==> src/rtl/score_disp_pkg.sv <==
// rtl/score_disp_pkg.sv - shared types and constants for the score display driver
package score_disp_pkg;

    typedef enum logic [1:0] {
        DIG_ONES     = 2'd0,
        DIG_TENS     = 2'd1,
        DIG_HUNDREDS = 2'd2
    } digit_e;

    typedef enum logic [1:0] {
        IDLE      = 2'd0,
        BLINK_OFF = 2'd1,
        BLINK_ON  = 2'd2
    } blink_state_e;

    localparam logic [6:0] SEG_DASH  = 7'h40;
    localparam logic [6:0] SEG_BLANK = 7'h00;

    // Counter width for a 0..n-1 counter, never narrower than one bit.
    function automatic int cnt_width(input int n);
        return (n > 1) ? $clog2(n) : 1;
    endfunction

endpackage

==> src/rtl/score_display_driver_if.sv <==
// rtl/score_display_driver_if.sv - BCD digits in, multiplexed seven-segment bus out
interface score_display_driver_if;
    logic [3:0] bcd_ones;
    logic [3:0] bcd_tens;
    logic [3:0] bcd_hundreds;
    logic       isGameComplete;
    logic [6:0] seg;
    logic [2:0] an;
    logic       blinking;

    modport master (
        output bcd_ones, bcd_tens, bcd_hundreds, isGameComplete,
        input  seg, an, blinking
    );

    modport slave (
        input  bcd_ones, bcd_tens, bcd_hundreds, isGameComplete,
        output seg, an, blinking
    );
endinterface

==> src/rtl/bcd_to_seg7.sv <==
// rtl/bcd_to_seg7.sv - 4-bit BCD to active-high {g,f,e,d,c,b,a} decoder
module bcd_to_seg7
    import score_disp_pkg::*;
(
    input  logic [3:0] bcd_i,
    output logic [6:0] seg_o
);

    always_comb begin
        seg_o = SEG_DASH;
        case (bcd_i)
            4'd0:    seg_o = 7'h3F;
            4'd1:    seg_o = 7'h06;
            4'd2:    seg_o = 7'h5B;
            4'd3:    seg_o = 7'h4F;
            4'd4:    seg_o = 7'h66;
            4'd5:    seg_o = 7'h6D;
            4'd6:    seg_o = 7'h7D;
            4'd7:    seg_o = 7'h07;
            4'd8:    seg_o = 7'h7F;
            4'd9:    seg_o = 7'h6F;
            default: seg_o = SEG_DASH;
        endcase
    end

endmodule

==> src/rtl/score_display_driver.sv <==
// rtl/score_display_driver.sv - 3-digit scanned display with frame snapshots and game-complete blink
// Optional leading-zero blanking: SCORE_DISP_LZB_EN.
module score_display_driver
    import score_disp_pkg::*;
#(
    parameter int SCAN_DIV    = 1000,
    parameter int BLINK_DIV   = 5_000_000,
    parameter int BLINK_COUNT = 3
) (
    input  logic                   clk,
    input  logic                   nRst,
    score_display_driver_if.slave  bus
);

    localparam int SCAN_W  = cnt_width(SCAN_DIV);
    localparam int BLINK_W = cnt_width(BLINK_DIV);
    localparam int PAIR_W  = cnt_width(BLINK_COUNT);

    localparam logic [SCAN_W-1:0]  SCAN_TC  = SCAN_W'(SCAN_DIV - 1);
    localparam logic [BLINK_W-1:0] BLINK_TC = BLINK_W'(BLINK_DIV - 1);
    localparam logic [PAIR_W-1:0]  PAIR_TC  = PAIR_W'(BLINK_COUNT - 1);

    logic [SCAN_W-1:0]  scan_cnt_q, scan_cnt_d;
    digit_e             dig_q, dig_d;
    logic [3:0]         snap_ones_q, snap_tens_q, snap_hund_q;
    logic               gc_q;
    logic               rise_pend_q;
    blink_state_e       state_q, state_d;
    logic [BLINK_W-1:0] blink_cnt_q, blink_cnt_d;
    logic [PAIR_W-1:0]  pair_cnt_q, pair_cnt_d;
    logic [6:0]         seg_q, seg_d;
    logic [2:0]         an_q, an_d;
    logic               blinking_q, blinking_d;

    logic       tick, frame_bnd, rise, snap_load, blink_tc;
    logic [3:0] cur_digit;
    logic [6:0] dec_seg;

    assign tick      = (scan_cnt_q == SCAN_TC);
    assign frame_bnd = tick && (dig_q == DIG_HUNDREDS);
    assign rise      = bus.isGameComplete && !gc_q;
    // The tracker's BCD settles one cycle after isGameComplete, hence the delayed load.
    assign snap_load = frame_bnd || rise_pend_q;
    assign blink_tc  = (blink_cnt_q == BLINK_TC);

    always_comb begin
        scan_cnt_d = tick ? '0 : scan_cnt_q + 1'b1;
        dig_d      = dig_q;
        if (tick) begin
            case (dig_q)
                DIG_ONES: dig_d = DIG_TENS;
                DIG_TENS: dig_d = DIG_HUNDREDS;
                default:  dig_d = DIG_ONES;
            endcase
        end
    end

    always_comb begin
        state_d     = state_q;
        blink_cnt_d = blink_cnt_q;
        pair_cnt_d  = pair_cnt_q;
        if (rise) begin
            state_d     = BLINK_OFF;
            blink_cnt_d = '0;
            pair_cnt_d  = '0;
        end else begin
            case (state_q)
                BLINK_OFF: begin
                    if (blink_tc) begin
                        state_d     = BLINK_ON;
                        blink_cnt_d = '0;
                    end else begin
                        blink_cnt_d = blink_cnt_q + 1'b1;
                    end
                end
                BLINK_ON: begin
                    if (blink_tc) begin
                        blink_cnt_d = '0;
                        if (pair_cnt_q == PAIR_TC) begin
                            state_d = IDLE;
                        end else begin
                            state_d    = BLINK_OFF;
                            pair_cnt_d = pair_cnt_q + 1'b1;
                        end
                    end else begin
                        blink_cnt_d = blink_cnt_q + 1'b1;
                    end
                end
                default: begin
                    state_d     = IDLE;
                    blink_cnt_d = '0;
                    pair_cnt_d  = '0;
                end
            endcase
        end
    end

    bcd_to_seg7 u_dec (
        .bcd_i (cur_digit),
        .seg_o (dec_seg)
    );

    always_comb begin
        cur_digit = snap_ones_q;
        an_d      = 3'b001;
        case (dig_q)
            DIG_TENS: begin
                cur_digit = snap_tens_q;
                an_d      = 3'b010;
            end
            DIG_HUNDREDS: begin
                cur_digit = snap_hund_q;
                an_d      = 3'b100;
            end
            default: begin
                cur_digit = snap_ones_q;
                an_d      = 3'b001;
            end
        endcase
        seg_d = dec_seg;
`ifdef SCORE_DISP_LZB_EN
        if ((dig_q == DIG_HUNDREDS) && (snap_hund_q == 4'd0)) begin
            seg_d = SEG_BLANK;
        end
        if ((dig_q == DIG_TENS) && (snap_hund_q == 4'd0) && (snap_tens_q == 4'd0)) begin
            seg_d = SEG_BLANK;
        end
`else
`endif
        blinking_d = (state_q != IDLE);
        if (state_q == BLINK_OFF) begin
            seg_d = SEG_BLANK;
            an_d  = 3'b000;
        end
    end

    always_ff @(posedge clk or negedge nRst) begin
        if (!nRst) begin
            scan_cnt_q  <= '0;
            dig_q       <= DIG_ONES;
            snap_ones_q <= 4'd0;
            snap_tens_q <= 4'd0;
            snap_hund_q <= 4'd0;
            gc_q        <= 1'b0;
            rise_pend_q <= 1'b0;
            state_q     <= IDLE;
            blink_cnt_q <= '0;
            pair_cnt_q  <= '0;
            seg_q       <= SEG_BLANK;
            an_q        <= 3'b000;
            blinking_q  <= 1'b0;
        end else begin
            scan_cnt_q  <= scan_cnt_d;
            dig_q       <= dig_d;
            if (snap_load) begin
                snap_ones_q <= bus.bcd_ones;
                snap_tens_q <= bus.bcd_tens;
                snap_hund_q <= bus.bcd_hundreds;
            end
            gc_q        <= bus.isGameComplete;
            rise_pend_q <= rise;
            state_q     <= state_d;
            blink_cnt_q <= blink_cnt_d;
            pair_cnt_q  <= pair_cnt_d;
            seg_q       <= seg_d;
            an_q        <= an_d;
            blinking_q  <= blinking_d;
        end
    end

    assign bus.seg      = seg_q;
    assign bus.an       = an_q;
    assign bus.blinking = blinking_q;

endmodule

==> src/flat_wrapper.sv <==
// flat-port wrapper written by rule: the top's interface ports become plain ports
module score_display_driver_flat import score_disp_pkg::*;
#(
    parameter int SCAN_DIV    = 1000,
    parameter int BLINK_DIV   = 5_000_000,
    parameter int BLINK_COUNT = 3
)
  (clk, nRst, bus_bcd_ones, bus_bcd_tens, bus_bcd_hundreds, bus_isGameComplete, bus_seg, bus_an, bus_blinking);
  score_display_driver_if bus_i ();
  input  logic clk;
  input  logic nRst;
  input wire logic [$bits(bus_i.bcd_ones)-1:0] bus_bcd_ones;
  input wire logic [$bits(bus_i.bcd_tens)-1:0] bus_bcd_tens;
  input wire logic [$bits(bus_i.bcd_hundreds)-1:0] bus_bcd_hundreds;
  input wire logic [$bits(bus_i.isGameComplete)-1:0] bus_isGameComplete;
  output wire logic [$bits(bus_i.seg)-1:0] bus_seg;
  output wire logic [$bits(bus_i.an)-1:0] bus_an;
  output wire logic [$bits(bus_i.blinking)-1:0] bus_blinking;
  assign bus_i.bcd_ones = bus_bcd_ones;
  assign bus_i.bcd_tens = bus_bcd_tens;
  assign bus_i.bcd_hundreds = bus_bcd_hundreds;
  assign bus_i.isGameComplete = bus_isGameComplete;
  assign bus_seg = bus_i.seg;
  assign bus_an = bus_i.an;
  assign bus_blinking = bus_i.blinking;
  score_display_driver #(.SCAN_DIV(SCAN_DIV), .BLINK_DIV(BLINK_DIV), .BLINK_COUNT(BLINK_COUNT)) u_core (.clk(clk), .nRst(nRst), .bus(bus_i));
endmodule
==> config.mk <==
export PLATFORM = sky130hd
export DESIGN_NAME = score_display_driver_flat
export DESIGN_NICKNAME = d
export VERILOG_FILES = /design/src/rtl/score_disp_pkg.sv /design/src/rtl/score_display_driver_if.sv /design/src/rtl/bcd_to_seg7.sv /design/src/rtl/score_display_driver.sv /design/src/flat_wrapper.sv
export SDC_FILE = /design/constraint.sdc
export NUM_CORES = 1
export LEC_CHECK = 0
export CAP_MARGIN = 20
export CELL_PAD_IN_SITES_DETAIL_PLACEMENT = 0
export CELL_PAD_IN_SITES_GLOBAL_PLACEMENT = 2
export CORE_UTILIZATION = 43
export CTS_BUF_LIST = sky130_fd_sc_hd__clkbuf_8
export DETAILED_ROUTE_END_ITERATION = 12
export PLACE_DENSITY_LB_ADDON = 0.1
export SLEW_MARGIN = 10
export SYNTH_ARGS = -nofsm -noshare
export SYNTH_HDL_FRONTEND = slang
export SYNTH_SLANG_ARGS = --single-unit
==> constraint.sdc <==
create_clock -name clk -period 5.19 [get_ports clk]
set_clock_uncertainty 0.05 [all_clocks]
set_input_delay 1.038 -clock clk [delete_from_list [all_inputs] [get_ports clk]]
set_output_delay 1.038 -clock clk [all_outputs]
set_load 0.05 [all_outputs]
======== Yosys cells after proc, flatten, opt, wreduce, memory -nomap -nowiden ========
Memories as Yosys holds them, arrays and structs flattened.
Cells that the tools add are included.
word-level totals
  memories ................................ 1
  output and inout bits ................... 11
  logic and storage cells ................. 55
  register bits ........................... 64
  memory bits (read-only) ................. 112
  input bits .............................. 15
memory list
  memory           depth  width  rd ports  clocked after memory_dff  write ports  line               RTL
  (no name shown)  16     7      1         0                         0            bcd_to_seg7.sv:11  case (bcd_i)
cells by class
  add/subtract/negate cells ............... 3
  reductions and logical operators ........ 9
  equality and inequality tests ........... 11
  multiplexer cells ....................... 18
operator list
  operator                                                                  count
  23-bit 2-to-1 mux                                                         3
  23-bit by 1-bit adder with 23-bit output (second input constant)          1
  23-bit equality test (second input constant)                              1
  2-bit 2-to-1 mux                                                          6
  2-bit case mux with 2 select lines                                        3
  10-bit by 1-bit adder with 10-bit output (second input constant)          1
  10-bit equality test (second input constant)                              1
  10-bit 2-to-1 mux                                                         1
  4-bit case mux with 2 select lines                                        1
  7-bit 2-to-1 mux                                                          1
  2-bit equality test (second input constant)                               3
  3-bit by 1-bit inequality test with 1-bit output (second input constant)  2
  3-bit case mux with 2 select lines                                        1
  2-bit by 1-bit equality test with 1-bit output (second input constant)    2
  3-bit 2-to-1 mux                                                          1
  3-bit by 2-bit inequality test with 1-bit output (second input constant)  1
  3-bit AND reduction                                                       1
  2-bit by 1-bit adder with 2-bit output (second input constant)            1
  1-bit logical AND                                                         2
  2-bit logical NOT                                                         1
  2-bit by 1-bit inequality test with 1-bit output (second input constant)  1
  2-bit AND reduction                                                       1
  2-bit nonzero test                                                        1
  2-bit OR reduction                                                        1
  other kinds (3)                                                           3

======== Longest topological paths before layout ========
  depth after elaboration ................. 5
  mapped depth ............................ 10
  mapped depth without buffers ............ 10

======== Cells and area by module ========
Synthesis repeated with hierarchy kept, for this count alone.
second synthesis, totals
  cells, all modules ...................... 309
  area, all modules ....................... 3194.3 um^2
modules (own cells, without submodules)
  module                area each (um^2)  seq. area each (um^2)  cells each  times used
  score_display_driver  2969.1            1601.5                 280         1
  bcd_to_seg7           225.2             0.0                    29          1

======== Worst setup path after synthesis ========
OpenSTA, ideal clock, no wires.
  kind .................................... flip-flop to flip-flop
  start point ............................. reg u_core.blink_cnt_q[0]
  end point ............................... reg u_core.blink_cnt_q[14]
  setup slack ............................. 2.955 ns
  setup time .............................. 0.119 ns
  data arrival time ....................... 2.067 ns
  period minus slack after synthesis ...... 2.235 ns
  cell stages (with the launch flop) ...... 9
  data required time ...................... 5.021 ns
  buffers on the path ..................... 2
  cell sequence ........................... dfrtp_1 > ha_1 > nand4_1 > or4_1 > or3_1 > buf_2 > nand3b_4 > buf_6 > nor2_1
between the ends
  cells in the longest elaborated chain, start to end .. 4
  elaborated cells between the ends (all ways) .. 5
  those cells by class .................... add/sub: 1; eq/ne: 1; mux: 3
RTL lines
  element                                                                           line                                                                                RTL
  from (decl)                                                                       score_display_driver.sv:29                                                          logic [BLINK_W-1:0] blink_cnt_q, blink_cnt_d;
  from (signal assigned)                                                            score_display_driver.sv:163                                                         blink_cnt_q <= blink_cnt_d;
  23-bit by 1-bit adder with 23-bit output or 23-bit equality test (tied branches)  score_display_driver.sv:73, score_display_driver.sv:86, score_display_driver.sv:44
  23-bit 2-to-1 mux *                                                               score_display_driver.sv:69, score_display_driver.sv:77
  23-bit 2-to-1 mux *                                                               --
  23-bit 2-to-1 mux *                                                               score_display_driver.sv:62                                                          if (rise) begin
  via u_core.blink_cnt_d[14]                                                        score_display_driver.sv:29
The timed path passes the listed nets; every way through them passes the cells marked *.
A chain may end at the register's enable or synchronous reset.

======== Worst setup path in the final report ========
  start point ............................. reg u_core.seg_q[0], in the netlist u_core.bus.seg[0]
  end point ............................... out bus_seg[0]
RTL lines
  element                 line                         RTL
  from (decl)             score_display_driver.sv:31   logic [6:0] seg_q, seg_d;
  from (signal assigned)  score_display_driver.sv:165  seg_q <= seg_d;
  to (decl)               flat_wrapper.sv:16           output wire logic [$bits(bus_i.seg)-1:0] bus_seg;
No word-level cell between the ends.

==> results.sh <==
export IMPL_hold_viol=0
export IMPL_num_vias=2027
export IMPL_track_usage_pct=16.60
export IMPL_hold_path_class="flop to flop"
export IMPL_ys_types=37
export IMPL_row_count=30
export IMPL_synthFlopType="dfrtp_1"
export IMPL_crit_buf_inv=1
export IMPL_startpoint_type="flop"
export IMPL_power_leakage_uw=0.001519
export IMPL_gp_congestion=0.7390
export IMPL_fmaxAchievable_mhz=389.5
export IMPL_cts_tree="built"
export IMPL_arrival_ns=1.48
export IMPL_ys_ff_latch=64
export IMPL_synth_area_top_cells="dfrtp_1 52%, ha_1 6.5%, nor2_1 5.4%"
export IMPL_grt_max_degree=65
export IMPL_floorplan_initialDensity_pct=44.83
export IMPL_grt_pass1_vias=1991
export IMPL_fin_util_pct=52.64
export IMPL_synth_area_mux_share_pct=6.380
export IMPL_cts_root_buf="clkbuf_8"
export IMPL_overflow=0
export IMPL_synth_edf_count=0
export IMPL_synth_sequential_area_ratio_pct=52.01
export IMPL_synth_xor_xnor_area_share_pct=7.680
export IMPL_r2r_cells=6
export IMPL_synth_top_cell_area_share_pct=52.01
export IMPL_drtPass1Iterations=4
export IMPL_synthCells=285
export IMPL_antenna_found_initial=0
export IMPL_layout_nets=347
export IMPL_clock_latency_ns=0.34
export IMPL_cts_sinks=64
export IMPL_cts_buffer_depth=2
export IMPL_tightest_slew_ns=0.8243
export IMPL_yosysMostFrequentCell="dfrtp_1"
export IMPL_synth_warnings=0
export IMPL_final_antenna_net_count=0
export IMPL_synth_top_family_by_area="simple AND/OR/NAND/NOR gates"
export IMPL_cts_resized=0
export IMPL_synthAdderAreaFrac_pct=6.501
export IMPL_post_cts_buffers=0
export IMPL_drc=0
export IMPL_via_per_inst=4.861
export IMPL_min_period_over_period_pct=49.46
export IMPL_dp_hpwl_mm=3.591
export IMPL_synthTopCellsByCount="64 x dfrtp_1, 44 x nor2_1, 17 x xnor2_1"
export IMPL_netlist_area_sq_um=3079
export IMPL_cts_max_level=3
export IMPL_die_h_um=86.62
export IMPL_synthToLayoutAreaGrowth_pct=17.43
export IMPL_async_flop_share_pct=100.0
export IMPL_place_area_sq_um=3410
export IMPL_fill_cells=627
export IMPL_drive_gt1_share_pct=10.28
export IMPL_ff2ff_setup_slack_ns=2.64
export IMPL_synth_compound_area_share_pct=5.607
export IMPL_setup_viol=0
export IMPL_wl_mm=5.382
export IMPL_power_density_nw_per_um2=312.5
export IMPL_worstSetupPathDepth=1
export IMPL_path_cells="clkdlybuf4s50_1"
export IMPL_maxCapViolCount=0
export IMPL_worstSetupPathType="flop to primary output"
export IMPL_status="finished, final reports clean"
export IMPL_drtIter0Drc=56
export IMPL_diodes=0
export IMPL_cpLargestDelayFamily="buffers and inverters"
export IMPL_cp_max_fo=1
export IMPL_slowest_stage="clkdlybuf4s50_1"
export IMPL_yosysTopAreaCell="dfrtp_1"
export IMPL_syn_area_per_cell_sq_um=10.80
export IMPL_whs_path_depth=1
export IMPL_pin_count=26
export IMPL_port_buffer_count=25
export IMPL_rsz0062_at_grt="no"
export IMPL_core_sq_um=6869
export IMPL_relSlewSlack_pct=43.48
export IMPL_grt_pass1_wl_mm=9.363
export IMPL_fp_dieW_um=86.62
export IMPL_die_area_sq_um=7503
export IMPL_max_stage_delay_ns=0.81
export IMPL_clk_pin_slew_ns=0.07
export IMPL_irDropWorstVdd_uv=227.1
export IMPL_tns_ns=0
export IMPL_cts_buffers=9
export IMPL_avgRoutedWirePerCell_um=12.91
export IMPL_drv_slew=0
export IMPL_yosys_area_share_simple_pct=18.98
export IMPL_hold_buffers=0
export IMPL_min_period_ns=2.567
export IMPL_cp_required_ns=4.10
export IMPL_stdcell_area_sq_um=3616
export IMPL_synthesis_nets=316
export IMPL_end_kind="primary output"
-- through the flow --
step / hold slack [ns] / worst slack [ns] / cells / power [uW]
2_1_floorplan: 0.3801 / 2.955 / 285 / 656.0
3_3_place_gp: 0.3944 / 2.554 / 400 / 715.9
3_5_place_dp: 0.4072 / 2.539 / 400 / 714.0
4_1_cts: 0.4167 / 2.599 / 416 / 1151
5_1_grt: 0.4485 / 2.451 / 417 / 1187
6_report: 0.4143 / 2.623 / 417 / 1130
-- layer usage --
metal	part of all wire, %	vias to the layer above	track usage, %	routed length [um]
li1	-	1039	-	-
met1	51	946	22.49	2725
met2	43	33	24.53	2310
met3	4.6	9	5.714	250
met4	1.8	0	6.364	95
met5	0	-	0	0
-- flip-flops by register name (all words and copies together), names as in the netlist --
name	count
u_core.snap_ones_q	4
u_core.scan_cnt_q	10
u_core.bus.seg	7
u_core.snap_hund_q	4
u_core.snap_tens_q	4
u_core.blink_cnt_q	23
u_core.gc_q	1
u_core.bus.blinking	1
u_core.rise_pend_q	1
u_core.bus.an	3
u_core.state_q	2
u_core.pair_cnt_q	2
u_core.dig_q	2
-- where the power goes --
| part | switching (uW) | internal [uW] | leakage (uW) |
|---|---|---|---|
| Combinational | 101 | 63.0 | 0.000576 |
| Clock | 183 | 243 | 0.000112 |
| Sequential | 13.0 | 528 | 0.000831 |
| Total | 296 | 834 | 0.00152 |
-- final timing paths --
check	end	from
setup reg to reg	u_core.blink_cnt_q[7]$_DFF_PN0_	u_core.blink_cnt_q[0]$_DFF_PN0_
hold reg to reg	u_core.scan_cnt_q[0]$_DFF_PN0_	u_core.scan_cnt_q[0]$_DFF_PN0_
min in group asynchronous	u_core.blink_cnt_q[12]$_DFF_PN0_	nRst
setup / recovery	bus_seg[0]	u_core.bus.seg[0]$_DFF_PN0_
max in group asynchronous	u_core.blink_cnt_q[8]$_DFF_PN0_	nRst
hold / removal	u_core.scan_cnt_q[0]$_DFF_PN0_	u_core.scan_cnt_q[0]$_DFF_PN0_
-- placed cells by master (no fill, tap or decap), types with 2 or more instances in the layout --
master           Yosys  routed
nor4_1               4       4
and3_1               5       5
mux2i_1              5       5
nand3_1             15      15
a31oi_1              3       3
xor2_1              10      10
o21ai_0              5       5
a211oi_1             3       3
a21oi_1              5       5
clkbuf_8             0      11
nor3_1               5       5
o21a_1               3       3
nor2b_1              8       8
xnor2_1             17      17
inv_1               12      14
ha_1                16      16
mux2_2              13      13
dfrtp_1             64      64
nand3b_1             2       2
or4_1                3       3
clkdlybuf4s50_1      0      24
nand2_1             16      16
clkinv_2             0       2
nand4_1              5       5
nor2_1              44      44
buf_4                0       2
a22o_1               4       4
-- final cells by class --
type                       instances  area, sq um  area share (%)
tap                               96        120.1           3.322
clock inverter                     5        47.55           1.315
timing repair buffer              27        260.3           7.197
multi-input combinational        202         1390           38.44
clock buffer                      11        151.4           4.187
sequential                        64         1602           44.29
inverter                          12        45.04           1.246
-- logic make-up after synthesis --
logic type,count (synthesis)
mux,18
compound gates,26
simple gates,115
xor+xnor,27
flops,64
fa+ha+maj,16
buf+inv,19
Power figures use the tool's default switching activity.
